`config.mk`:
```
export PLATFORM = sky130hd
export DESIGN_NAME = mfp_spi_slave_responder
export DESIGN_NICKNAME = d
export VERILOG_FILES = /design/src/rtl/mfp_spi_slave_responder_pkg.sv /design/src/rtl/mfp_spi_sync_edge_detect.sv /design/src/rtl/mfp_spi_slave_responder.sv
export SDC_FILE = /design/constraint.sdc
export NUM_CORES = 1
export LEC_CHECK = 0
export CELL_PAD_IN_SITES_DETAIL_PLACEMENT = 1
export CELL_PAD_IN_SITES_GLOBAL_PLACEMENT = 1
export CORE_MARGIN = 4
export CORE_UTILIZATION = 30
export DETAILED_ROUTE_END_ITERATION = 10
export GPL_ROUTABILITY_DRIVEN = 0
export PLACE_DENSITY_LB_ADDON = 0.1
export SLEW_MARGIN = 20
export SYNTH_ARGS = -nofsm -noshare
export SYNTH_HDL_FRONTEND = slang
export SYNTH_SLANG_ARGS = --single-unit
```
`constraint.sdc`:
```
create_clock -name HCLK -period 3.2 [get_ports HCLK]
set_input_delay 0.32 -clock HCLK [delete_from_list [all_inputs] [get_ports HCLK]]
set_output_delay 0.32 -clock HCLK [all_outputs]
set_load 0.03 [all_outputs]
```
`src/rtl/mfp_spi_slave_responder_pkg.sv`:
```
// Shared types and default parameter values for the SPI mode-0 target.
package mfp_spi_slave_responder_pkg;

    // Frame state: IDLE while CS is high, ACTIVE while a frame is in progress.
    typedef enum logic {
        ST_IDLE   = 1'b0,
        ST_ACTIVE = 1'b1
    } state_e;

    localparam int          DEF_WIDTH       = 16;
    localparam int          DEF_SYNC_STAGES = 2;
    localparam logic [15:0] DEF_IDLE_WORD   = 16'h0000;

endpackage

```
`src/rtl/mfp_spi_sync_edge_detect.sv`:
```
// Multi-flop synchronizer for one asynchronous line, followed by a history
// flop that turns level changes into single-cycle rise/fall pulses.
module mfp_spi_sync_edge_detect #(
    parameter int   STAGES    = 2,
    parameter logic RESET_VAL = 1'b0
) (
    input  logic clk_i,
    input  logic rst_ni,
    input  logic async_i,
    output logic rise_o,
    output logic fall_o
);

    logic [STAGES-1:0] sync_q;
    logic              hist_q;

    // Synchronizer chain plus history flop; preset to the line's idle level.
    always_ff @(posedge clk_i or negedge rst_ni) begin
        if (!rst_ni) begin
            sync_q <= {STAGES{RESET_VAL}};
            hist_q <= RESET_VAL;
        end else begin
            sync_q <= {sync_q[STAGES-2:0], async_i};
            hist_q <= sync_q[STAGES-1];
        end
    end

    assign rise_o =  sync_q[STAGES-1] & ~hist_q;
    assign fall_o = ~sync_q[STAGES-1] &  hist_q;

endmodule

```
`src/rtl/mfp_spi_slave_responder.sv`:
```
// SPI mode-0 target: oversamples CS/SCK/SDI on HCLK, shifts out a preloaded
// word MSB first and captures the incoming word.
module mfp_spi_slave_responder
    import mfp_spi_slave_responder_pkg::*;
#(
    parameter int               WIDTH       = DEF_WIDTH,
    parameter int               SYNC_STAGES = DEF_SYNC_STAGES,
    parameter logic [WIDTH-1:0] IDLE_WORD   = WIDTH'(DEF_IDLE_WORD)
) (
    input  logic             HCLK,
    input  logic             HRESETn,
    input  logic             SPI_CS,
    input  logic             SPI_SCK,
    input  logic             SPI_SDI,
    output logic             SPI_SDO,
    output logic             SPI_SDO_OE,
    input  logic [WIDTH-1:0] tx_data,
    input  logic             tx_valid,
    output logic             tx_ready,
    output logic [WIDTH-1:0] rx_data,
    output logic             rx_valid,
    output logic             underrun,
    output logic             frame_error
);

    localparam int             CNT_W    = $clog2(WIDTH + 1);
    localparam logic [CNT_W-1:0] CNT_FULL = CNT_W'(WIDTH);
    localparam logic [CNT_W-1:0] CNT_LAST = CNT_W'(WIDTH - 1);
    localparam logic [CNT_W-1:0] CNT_ONE  = CNT_W'(1);

    logic cs_rise, cs_fall, sck_rise, sck_fall;
    logic [SYNC_STAGES-1:0] sdi_sync_q;
    logic sdi_s;

    state_e           state_q;
    logic [CNT_W-1:0] cnt_q;
    logic [WIDTH-1:0] tx_shift_q;
    logic [WIDTH-2:0] rx_shift_q;
    logic [WIDTH-1:0] tx_buf_q;
    logic             tx_full_q;
    logic [WIDTH-1:0] rx_data_q;
    logic             rx_valid_q;
    logic             underrun_q;
    logic             frame_err_q;
    logic             sdo_oe_q;

    mfp_spi_sync_edge_detect #(.STAGES(SYNC_STAGES), .RESET_VAL(1'b1)) u_cs_sync (
        .clk_i  (HCLK),
        .rst_ni (HRESETn),
        .async_i(SPI_CS),
        .rise_o (cs_rise),
        .fall_o (cs_fall)
    );

    mfp_spi_sync_edge_detect #(.STAGES(SYNC_STAGES), .RESET_VAL(1'b0)) u_sck_sync (
        .clk_i  (HCLK),
        .rst_ni (HRESETn),
        .async_i(SPI_SCK),
        .rise_o (sck_rise),
        .fall_o (sck_fall)
    );

    // SDI only needs a level; same depth as SCK so data lines up with the edge pulse.
    always_ff @(posedge HCLK or negedge HRESETn) begin
        if (!HRESETn) begin
            sdi_sync_q <= '0;
        end else begin
            sdi_sync_q <= {sdi_sync_q[SYNC_STAGES-2:0], SPI_SDI};
        end
    end

    assign sdi_s = sdi_sync_q[SYNC_STAGES-1];

    // Frame FSM, one-entry tx buffer, shift registers and registered status pulses.
    always_ff @(posedge HCLK or negedge HRESETn) begin
        if (!HRESETn) begin
            state_q     <= ST_IDLE;
            cnt_q       <= '0;
            tx_shift_q  <= '0;
            rx_shift_q  <= '0;
            tx_buf_q    <= '0;
            tx_full_q   <= 1'b0;
            rx_data_q   <= '0;
            rx_valid_q  <= 1'b0;
            underrun_q  <= 1'b0;
            frame_err_q <= 1'b0;
            sdo_oe_q    <= 1'b0;
        end else begin
            rx_valid_q  <= 1'b0;
            underrun_q  <= 1'b0;
            frame_err_q <= 1'b0;

            // A load needs an empty buffer, so it can never collide with a consume below.
            if (tx_valid && !tx_full_q) begin
                tx_buf_q  <= tx_data;
                tx_full_q <= 1'b1;
            end

            case (state_q)
                ST_IDLE: begin
                    sdo_oe_q <= 1'b0;
                    if (cs_fall) begin
                        state_q    <= ST_ACTIVE;
                        cnt_q      <= '0;
                        rx_shift_q <= '0;
                        sdo_oe_q   <= 1'b1;
                        if (tx_full_q) begin
                            tx_shift_q <= tx_buf_q;
                            tx_full_q  <= 1'b0;
                        end else begin
                            tx_shift_q <= IDLE_WORD;
                            underrun_q <= 1'b1;
                        end
                    end
                end
                ST_ACTIVE: begin
                    if (cs_rise) begin
                        // End of frame wins over any SCK edge seen in the same cycle.
                        state_q    <= ST_IDLE;
                        sdo_oe_q   <= 1'b0;
                        tx_shift_q <= '0;
                        if (cnt_q != CNT_FULL) begin
                            frame_err_q <= 1'b1;
                        end
                    end else begin
                        if (sck_rise && (cnt_q != CNT_FULL)) begin
                            rx_shift_q <= {rx_shift_q[WIDTH-3:0], sdi_s};
                            cnt_q      <= cnt_q + CNT_ONE;
                            if (cnt_q == CNT_LAST) begin
                                rx_data_q  <= {rx_shift_q, sdi_s};
                                rx_valid_q <= 1'b1;
                            end
                        end
                        if (sck_fall) begin
                            if (cnt_q != CNT_FULL) begin
                                tx_shift_q <= {tx_shift_q[WIDTH-2:0], 1'b0};
                            end else begin
                                tx_shift_q <= '0;
                            end
                        end
                    end
                end
                default: state_q <= ST_IDLE;
            endcase
        end
    end

    // The shift register is cleared outside a frame, so its MSB is a clean SDO.
    assign SPI_SDO     = tx_shift_q[WIDTH-1];
    assign SPI_SDO_OE  = sdo_oe_q;
    assign tx_ready    = ~tx_full_q;
    assign rx_data     = rx_data_q;
    assign rx_valid    = rx_valid_q;
    assign underrun    = underrun_q;
    assign frame_error = frame_err_q;

endmodule

```
# Yosys cells after proc, flatten, opt, wreduce, memory -nomap -nowiden
# Index checks and enable logic that the tools add are counted.
# classes
bitwise_logic	11
addsub	1
n_reduce_logical	6
eq_ne	7
muxes	33
# ops
op	n
$mux W16	5
$mux W15	3
$pmux W16 S2	1
$pmux W15 S2	1
$mux W1	17
$mux W5	3
$pmux W5 S2	1
$not A1 Y1	7
$ne A2 B2 Y1 const B	3
$add A5 B1 Y5 const B	1
$eq A5 B4 Y1 const B	1
$ne A5 B5 Y1 const B	1
$and A1 B1 Y1	4
$pmux W1 S2	2
$reduce_and A4 Y1	1
$ne A3 B3 Y1 const B	1
$reduce_and A3 Y1	1
$logic_and A1 B1 Y1	2
$ne A2 B1 Y1 const B	1
$reduce_and A2 Y1	1
$logic_not A1 Y1	1
# totals
in_bits	22
out_inout_bits	22
elab_cells	74
register_bits	82

# Logic depth before layout (Yosys ltp)
# Gate-level depths: netlist (run 1).
# depth
depth_word	6
mapped_depth	8
mapped_depth_nobuf	6

# Modules after synthesis
# Synthesis (run 1) repeated with hierarchy kept, for this count alone.
# unflattened
hier_cells	253
area_unflattened_um2	3458.3
# modules_own_cells
mod	area_each_um2	cells_per_inst	seq_area_each_um2	instances
mfp_spi_slave_responder	3274.4	243	1901.8	1
mfp_spi_sync_edge_detect at u_cs_sync	93.8	5	78.8	1
mfp_spi_sync_edge_detect at u_sck_sync	90.1	5	75.1	1

# Worst setup path after synthesis (run 1)
# No wires, ideal clock.
# synth_path
path_type	reg-to-reg
start	register cnt_q[0]
end	register tx_shift_q[10]
t_required_ns	3.075
slack_ns	1.483
path_buffers	2
period_less_slack_ns	1.717
path_stages_with_launch	9
arrival_ns	1.592
setup_time_ns	0.125
path_cell_list	dfrtp_1 inv_1 ha_1 nand4bb_1 and3_1 buf_6 buf_8 a22o_1 mux2_4
# synth_between
elab_chain_cells	5
# synth_lines
element	line_no	source
start: declaration	mfp_spi_slave_responder.sv:36	logic [CNT_W-1:0] cnt_q;
start signal: assignment	mfp_spi_slave_responder.sv:128	cnt_q <= cnt_q + CNT_ONE;
$ne A5 B5 Y1	mfp_spi_slave_responder.sv:135	if (cnt_q != CNT_FULL) begin
$mux W16	mfp_spi_slave_responder.sv:135	
$mux W16	mfp_spi_slave_responder.sv:134	if (sck_fall) begin
$mux W16	mfp_spi_slave_responder.sv:117	if (cs_rise) begin
$pmux W16 S2	mfp_spi_slave_responder.sv:99	case (state_q)
end signal: assignment	mfp_spi_slave_responder.sv:108	tx_shift_q <= tx_buf_q;
end signal: assignment	mfp_spi_slave_responder.sv:136	tx_shift_q <= {tx_shift_q[WIDTH-2:0], 1'b0};
end: declaration	mfp_spi_slave_responder.sv:37	logic [WIDTH-1:0] tx_shift_q;
# Every way passes these cells. The select of a mux whose other input is x is not followed.
# A chain may end at the register's enable or synchronous reset.

# Worst setup path in the final report (run 1)
# layout_path
start	register u_cs_sync.hist_q
end	register tx_shift_q[3]
# layout_between
elab_chain_cells	4
elab_cells_between_ends	8
cone_classes	2 x eq/ne; 2 x mux; 3 x bitwise; 1 x reduce/logical
# layout_lines
element	line_no	source
start: declaration	mfp_spi_sync_edge_detect.sv:15	logic hist_q;
start signal: assignment	mfp_spi_sync_edge_detect.sv:24	hist_q <= sync_q[STAGES-1];
$not A1 Y1	mfp_spi_sync_edge_detect.sv:28	assign rise_o = sync_q[STAGES-1] & ~hist_q;
$and A1 B1 Y1	mfp_spi_sync_edge_detect.sv:28	
$mux W16 or $ne A3 B3 Y1 (tied branches)	n/a	
$pmux W16 S2 or $reduce_and A2 Y1 (tied branches)	n/a	
# Several ways; a longest one is shown, not always the timed one.

==> metrics.md, run 1 <==
| Metric | Value |
|---|---|
| RSZ-0062 raised after global routing | `no` |
| LEAKAGE | `about 1.9 nW` |
| Clock Pin Slew Worst Setup and Hold Paths | `about 0.08 ns` |
| Die X-Extent | `between 100 and 150 microns` |
| Asr flop ratio synth | `100.0%` |
| Post-CTS Setup Bufs | `0` |
| I/O pin total | `44` |
| Vias/cell | `4.559` |
| Clock buffer depth | `2` |
| Core area | `about 11,000 sq um` |
| Detailed-placement wirelength estimate | `between 3000 and 4000 microns` |
| Hold Crit Class | `in2async` |
| CTS Hold Buffers Added | `0` |
| Warnings from Yosys | `0` |
| Via count | `2,006` |
| WL final | `6194 microns` |
| Initial antenna violation count | `0` |
| Fmax | `467.9 MHz` |
| Synthesized net count | `~280` |
| Yosys cell types | `30` |
| CP Data Required Time | `3.44 ns` |
| Main area contributors after synthesis | `dfrtp_1 59%, mux2_2 12%, mux2_4 4.5%, nand2_1 4.4%, o21ai_0 3.0%` |
| # rows | `38` |
| CP Capture Type | `flip-flop` |
| ANT cells | `0` |
| CTS tree | `built` |
| Power Dens Cells | `696.8 nW/um^2` |
| Aggregate global routing overflow | `0` |
| DRT antenna net count | `0` |
| Port Buf Inserts | `between 40 and 50` |
| Tcrit/Tclk final | `66.79%` |
| Worst Setup Start Kind | `flip-flop` |
| Ratio of cells with drive above 1 in the final layout | `25.67%` |
| Max Cap Violations | `0` |
| Pin count of the biggest net entering global routing | `83` |
| FF+latch count, synth | `82` |
| Synth top area share | `58.98%` |
| Leading area contributor after synthesis | `dfrtp_1` |
| Total CTS buffers | `9` |
| Avg WL per Cell | `14.08 microns` |
| Mapped cell area | `about 3400 sq um` |
| Status | `finished clean` |
| Worst VDD drop | `approximately 0.43 mV` |
| Pins Over Slew Limit | `0` |
| Relative slew slack | `43.00%` |
| H-Tree Depth | `3` |
| # setup viols final | `0` |
| Vias in the first global route | `2,174` |
| Post-route minimum period | `2.137 ns` |
| Global Route Usage Sum | `10.77%` |
| Number of flops mapped to enable cells by yosys | `0` |
| Setup TNS | `0 ns` |
| Layout net count | `between 300 and 400` |
| First-pass DRT Iterations | `4` |
| Least-Margin Pin Slew | `0.8551 ns` |
| Die area | `between 10,000 and 15,000 sq um` |
| Crit-path max FO | `24` |
| Mapped Avg Cell Area | `13.25 sq um` |
| Dpl cells | `between 400 and 500` |
| First-pass GRT wire length | `about 11,000 microns` |
| Ys flop type | `dfrtp_1` |
| Clk_lat worst skew | `0.35 ns` |
| Clock tree sinks | `82` |
| Post-route DRC | `0` |
| Die height | `113.7 microns` |
| DRT iter0 DRCs | `80` |
| Register-to-register setup slack | `1.06 ns` |
| Clk_skew | `0.01348 ns` |
| Initial cell density of the core | `between 30% and 40%` |
| Mapped Cells | `253` |
| Sequential fraction of the synthesis area | `61.33%` |
| Clk Tree Root Cell | `clkbuf_8` |
| Crit Path Class | `reg2reg` |
| Resize count post-CTS | `0` |
| P&R area growth vs syn | `22.69%` |
| CP arrival | `roughly 2.4 ns` |
| Fin cells | `440` |
| Final number of hold-violating endpoints | `0` |
[power by group]
part	internal, mW	leakage [nW]	switching [mW]
logic	0.348	0.683	0.225
registers	1.26	1.06	0.147
clock network	0.515	0.120	0.373
[synthesized netlist by cell type, types with 2 or more instances]
| cell type | n |
|---|---|
| dfrtp_1 | 79 |
| nand2_1 | 39 |
| mux2_2 | 35 |
| o21ai_0 | 20 |
| a22o_1 | 10 |
| mux2_4 | 10 |
| inv_1 | 7 |
| buf_2 | 6 |
| a22o_2 | 5 |
| clkbuf_1 | 5 |
| nand3_1 | 4 |
| nor2b_1 | 4 |
| dfstp_2 | 3 |
| ha_1 | 3 |
| mux2i_1 | 3 |
| and3_2 | 2 |
| buf_6 | 2 |
| buf_8 | 2 |
| mux2_1 | 2 |
| nor2_1 | 2 |
[path summary, 6_finish.rpt]
kind	startpoint	endpoint	depth (start not counted)
max reg2reg	u_cs_sync.hist_q$_DFF_PN1_	tx_shift_q[3]$_DFFE_PN0P_	4
min	HRESETn	rx_data[1]$_DFFE_PN0P_	1
min in group HCLK	u_cs_sync.sync_q[0]$_DFF_PN1_	u_cs_sync.sync_q[1]$_DFF_PN1_	0
max in group asynchronous	HRESETn	tx_buf_q[10]$_DFFE_PN0P_	1
max	u_cs_sync.hist_q$_DFF_PN1_	tx_shift_q[3]$_DFFE_PN0P_	4
min reg2reg	u_cs_sync.sync_q[0]$_DFF_PN1_	u_cs_sync.sync_q[1]$_DFF_PN1_	0
[cell type report]
cell class,instances,area [sq um]
tap,140,175.2
fill,1156,6775
clock inverter,6,105.1
inverter,7,26.28
multi-input combinational,149,1169
clock buffer,10,127.6
sequential,82,2056
timing repair buffer,46,454.2
[cell usage in the layout (no fill, tap or decap), types with 3 or more instances in the layout]
cell / count
a22o_2: 5
ha_1: 3
clkinv_2: 3
clkdlybuf4s50_1: 42
buf_4: 3
mux2i_1: 3
a22o_1: 10
inv_1: 7
dfstp_2: 3
mux2_2: 35
bufinv_16: 3
clkbuf_8: 9
mux2_4: 10
nand2_1: 39
o21ai_0: 20
nand3_1: 4
dfrtp_1: 79
nor2b_1: 4
[per-stage QoR]
stage / area, sq um / power, mW / hold WS [ns] / setup slack [ns] / util (%)
finish: 4113 / 2.866 / 0.01423 / 1.063 / 37.77
global route: 4113 / 3.051 / 0.07719 / 0.8963 / 37.77
CTS: 4109 / 2.923 / 0.1918 / 1.018 / 37.74
detailed placement: 3876 / 2.013 / 0.3396 / 1.022 / 35.60
global placement: 3876 / 1.995 / 0.3328 / 1.040 / 35.60
floorplan: 3352 / 1.826 / 0.02441 / 1.483 / -
[routing by layer]
layer	vias to the layer above	GRT usage [%]	share of wire, %
li1	952	-	-
met1	1005	14.74	50
met2	38	15.63	44
met3	11	2.281	3.5
met4	0	6.490	2.7
met5	-	0	0
[cells by family after synthesis]
family / synth area share (%)
flip-flops: 61.33
adder cells (fa/ha/maj): 1.120
buffers and inverters: 3.808
AND/OR/NAND/NOR: 8.100
AO/OA/AOI/OAI: 7.316
multiplexers: 17.81
XOR/XNOR: 0.5227
[state kept, by name (all words and copies together) (netlist names)]
name	flops
sdi_sync_q	2
tx_shift_q	16
state_q	1
underrun	1
cnt_q	5
rx_data	16
u_cs_sync.sync_q	2
tx_buf_q	16
rx_valid	1
SPI_SDO_OE	1
u_cs_sync.hist_q	1
rx_shift_q	15
u_sck_sync.hist_q	1
frame_error	1
u_sck_sync.sync_q	2
tx_full_q	1
[worst max-delay path, stage by stage, from the launching register on]
cell     delay [ns]
dfstp_2        0.54
inv_1          0.04
or3_1          0.67
nand2_4        0.40
mux2_2         0.37
(Power assumes the default switching activity.)
==> inputs of run 2 (changes only) <==
Clock period 3.2 ns to 1.8 ns, I/O delays scaled along.
==> run 2 against run 1 <==
Non-clock buffer count grew 11. Critical endpoint is now tx_shift_q[1]$_DFFE_PN0P_. Via count grew 2.9%. Combinational power grew 90%. Largest power group unchanged. Critical path depth is the same.
==> metrics.md, run 2 (same netlist as run 1, synthesis figures left out) <==
| Metric | Value |
|---|---|
| Status | `finished clean` |
| Clock tree sinks | `82 (unchanged)` |
| Power Dens Cells | `1185 nW/um^2 (+70%)` |
| Seq pwr share | `49.7% (+0.7 points)` |
| CP arrival | `1.93 ns (-0.44 ns)` |
| Clock Pin Slew Worst Setup and Hold Paths | `0.09 ns (about the same)` |
| Crit Path Class | `reg2reg` |
| Aggregate global routing overflow | `0 (unchanged)` |
| Fmax | `587.1 MHz (+25%)` |
| Max Cap Violations | `0 (unchanged)` |
| Final number of hold-violating endpoints | `0 (unchanged)` |
| Via count | `2,065 (+2.9%)` |
| LEAKAGE | `1.921 nW (+3.1%)` |
| Clk_lat worst skew | `0.34 ns (about the same)` |
| Hold Crit Class | `in2async` |
| Post-route DRC | `0 (unchanged)` |
| Global Route Usage Sum | `10.66% (-0.11 points)` |
| ANT cells | `0 (unchanged)` |
| Most frequent cells in the layout | `79 x dfrtp_1, 41 x clkdlybuf4s50_1, 39 x nand2_1, 35 x mux2_2, 20 x o21ai_0` |
| Tcrit/Tclk final | `94.62% (+28 points)` |
| Clock Power Share | `28.6% (-2.4 points)` |
| Worst VDD drop | `0.5629 mV (+32%)` |
| Vias/cell | `4.589 (+0.65%)` |
| Core area | `10,890 sq um (unchanged)` |
| WL final | `6385 microns (+3.1%)` |
| Switching share of power | `26.39% (+0.41 points)` |
| Avg WL per Cell | `14.19 microns (+0.79%)` |
| I/O pin total | `44 (unchanged)` |
| Pin count of the biggest net entering global routing | `39 (-53%)` |
| DRT antenna net count | `0 (unchanged)` |
| Met1 Track Usage GR | `13.87% (-0.87 points)` |
| Relative slew slack | `78.38% (+35 points)` |
| Power, Total | `5.002 mW (+75%)` |
| # rows | `38 (unchanged)` |
| CP Cell Sequence | `inv_1 -> or3_1 -> nand2_4 -> mux2_2` |
| Clk_skew | `0.01658 ns (+0.003091 ns)` |
| DRT iter0 DRCs | `60 (-25%)` |
| Clock buffer depth | `2 (unchanged)` |
| First-pass DRT Iterations | `3 (-1)` |
| RSZ-0062 raised after global routing | `no` |
| Initial cell density of the core | `30.79% (unchanged)` |
| Vias in the first global route | `2,231 (+2.6%)` |
| Most common cell after layout, fill and taps aside | `dfrtp_1` |
| Initial antenna violation count | `0 (unchanged)` |
| Setup TNS | `0 ns (unchanged)` |
| CP Data Required Time | `2.03 ns (-1.41 ns)` |
| Total CTS buffers | `9 (unchanged)` |
| Clk Tree Root Cell | `clkbuf_8` |
| Die area | `12,930 sq um (unchanged)` |
| FILL cells | `1,150 (-0.52%)` |
| Least-Margin Pin Slew | `0.3208 ns (-0.5342 ns)` |
| GR Util met2 | `17.12% (+1.5 points)` |
| Critical path's largest stage delay | `0.54 ns (-0.13 ns)` |
| P&R area growth vs syn | `25.87%` |
| CTS tree | `built` |
| First-pass GRT wire length | `11,070 microns (+2.2%)` |
| # setup viols final | `0 (unchanged)` |
| Die X-Extent | `113.7 microns (unchanged)` |
| CP Capture Type | `flip-flop` |
| Detailed-placement wirelength estimate | `4289 microns (+8.7%)` |
| Layout net count | `331 (+3.4%)` |
| Grt met3 use | `3.024% (+0.74 points)` |
| Gr busiest metal | `met2` |
| Crit-path max FO | `16 (-33%)` |
| Ratio of cells with drive above 1 in the final layout | `28.39% (+2.7 points)` |
| Pins Over Slew Limit | `0 (unchanged)` |
| Worst Setup Start Kind | `flip-flop` |
| CP max stage cell | `dfstp_2` |
| H-Tree Depth | `3 (unchanged)` |
| Die height | `113.7 microns (unchanged)` |
| Comb pwr share | `21.7% (+1.7 points)` |
| Internal power | `3.682 mW (+74%)` |
| Port Buf Inserts | `43 (unchanged)` |
| Switching power total | `1.320 mW (+77%)` |
| Post-route minimum period | `1.703 ns (-0.4340 ns)` |
run 2: critical path, delay by kind of cell (launching register included):
kind          cells  cell delay, ns
buf+inv           1            0.04
flops             1            0.54
mux               1            0.38
simple gates      2            0.62
run 2: cell type report:
cell class,count,area (sq um),area share (%)
clock buffers,10,127.6,3.025
clock inverters,5,80.08,1.898
well taps,140,175.2,4.152
multi-input cells,149,1175,27.85
repair buffers,57,579.3,13.73
inverters,7,26.28,0.6228
flip-flops and latches,82,2056,48.72
run 2: power by group through the flow:
| stage | registers [mW] | logic (mW) | clock network, mW |
|---|---|---|---|
| after floorplan | 2.46 | 0.786 | 0 |
| after global placement | 2.54 | 1.07 | 0 |
| after detailed placement | 2.53 | 1.10 | 0 |
| after CTS | 2.50 | 1.11 | 1.50 |
| after global routing | 2.55 | 1.20 | 1.56 |
| final | 2.48 | 1.09 | 1.43 |
run 2: final timing paths:
check,from,end,slack (ns),cells after the start
hold reg to reg,u_sck_sync.sync_q[0]$_DFF_PN0_,u_sck_sync.sync_q[1]$_DFF_PN0_,0.35,0
hold / removal,HRESETn,cnt_q[3]$_DFFE_PN0P_,0.24,2
min in group HCLK,SPI_CS,u_cs_sync.sync_q[0]$_DFF_PN1_,0.24,1
max in group asynchronous,HRESETn,rx_data[10]$_DFFE_PN0P_,1.02,3
setup reg to reg,u_cs_sync.hist_q$_DFF_PN1_,tx_shift_q[1]$_DFFE_PN0P_,0.1,4
setup / recovery,u_cs_sync.hist_q$_DFF_PN1_,tx_shift_q[1]$_DFFE_PN0P_,0.1,4
run 2: metal layers:
layer  wire (microns)  part of all wire, %
met4               87                  1.4
met2             3028                   47
met1             3008                   47
met5                0                    0
met3              261                  4.1
run 2: what timing repair did:
action,4_1_cts,5_1_grt
hold buffers,1,0
gates resized for setup,0,5
setup buffers,0,1
setup endpoints to repair,0,37
hold endpoints to repair,47,0
run 2: stage by stage:
stage	utilization, %	cells	instance area, sq um	hold slack, ns	setup WS (ns)
5_1_grt	38.75	450	4219	0.2274	0.01912
2_1_floorplan	-	253	3352	-0.1156	0.08269
3_3_place_gp	36.75	434	4001	0.07295	0.07397
3_5_place_dp	36.75	434	4001	0.07108	0.03505
6_report	38.75	450	4219	0.2402	0.09684
4_1_cts	38.75	450	4219	0.2190	0.02351
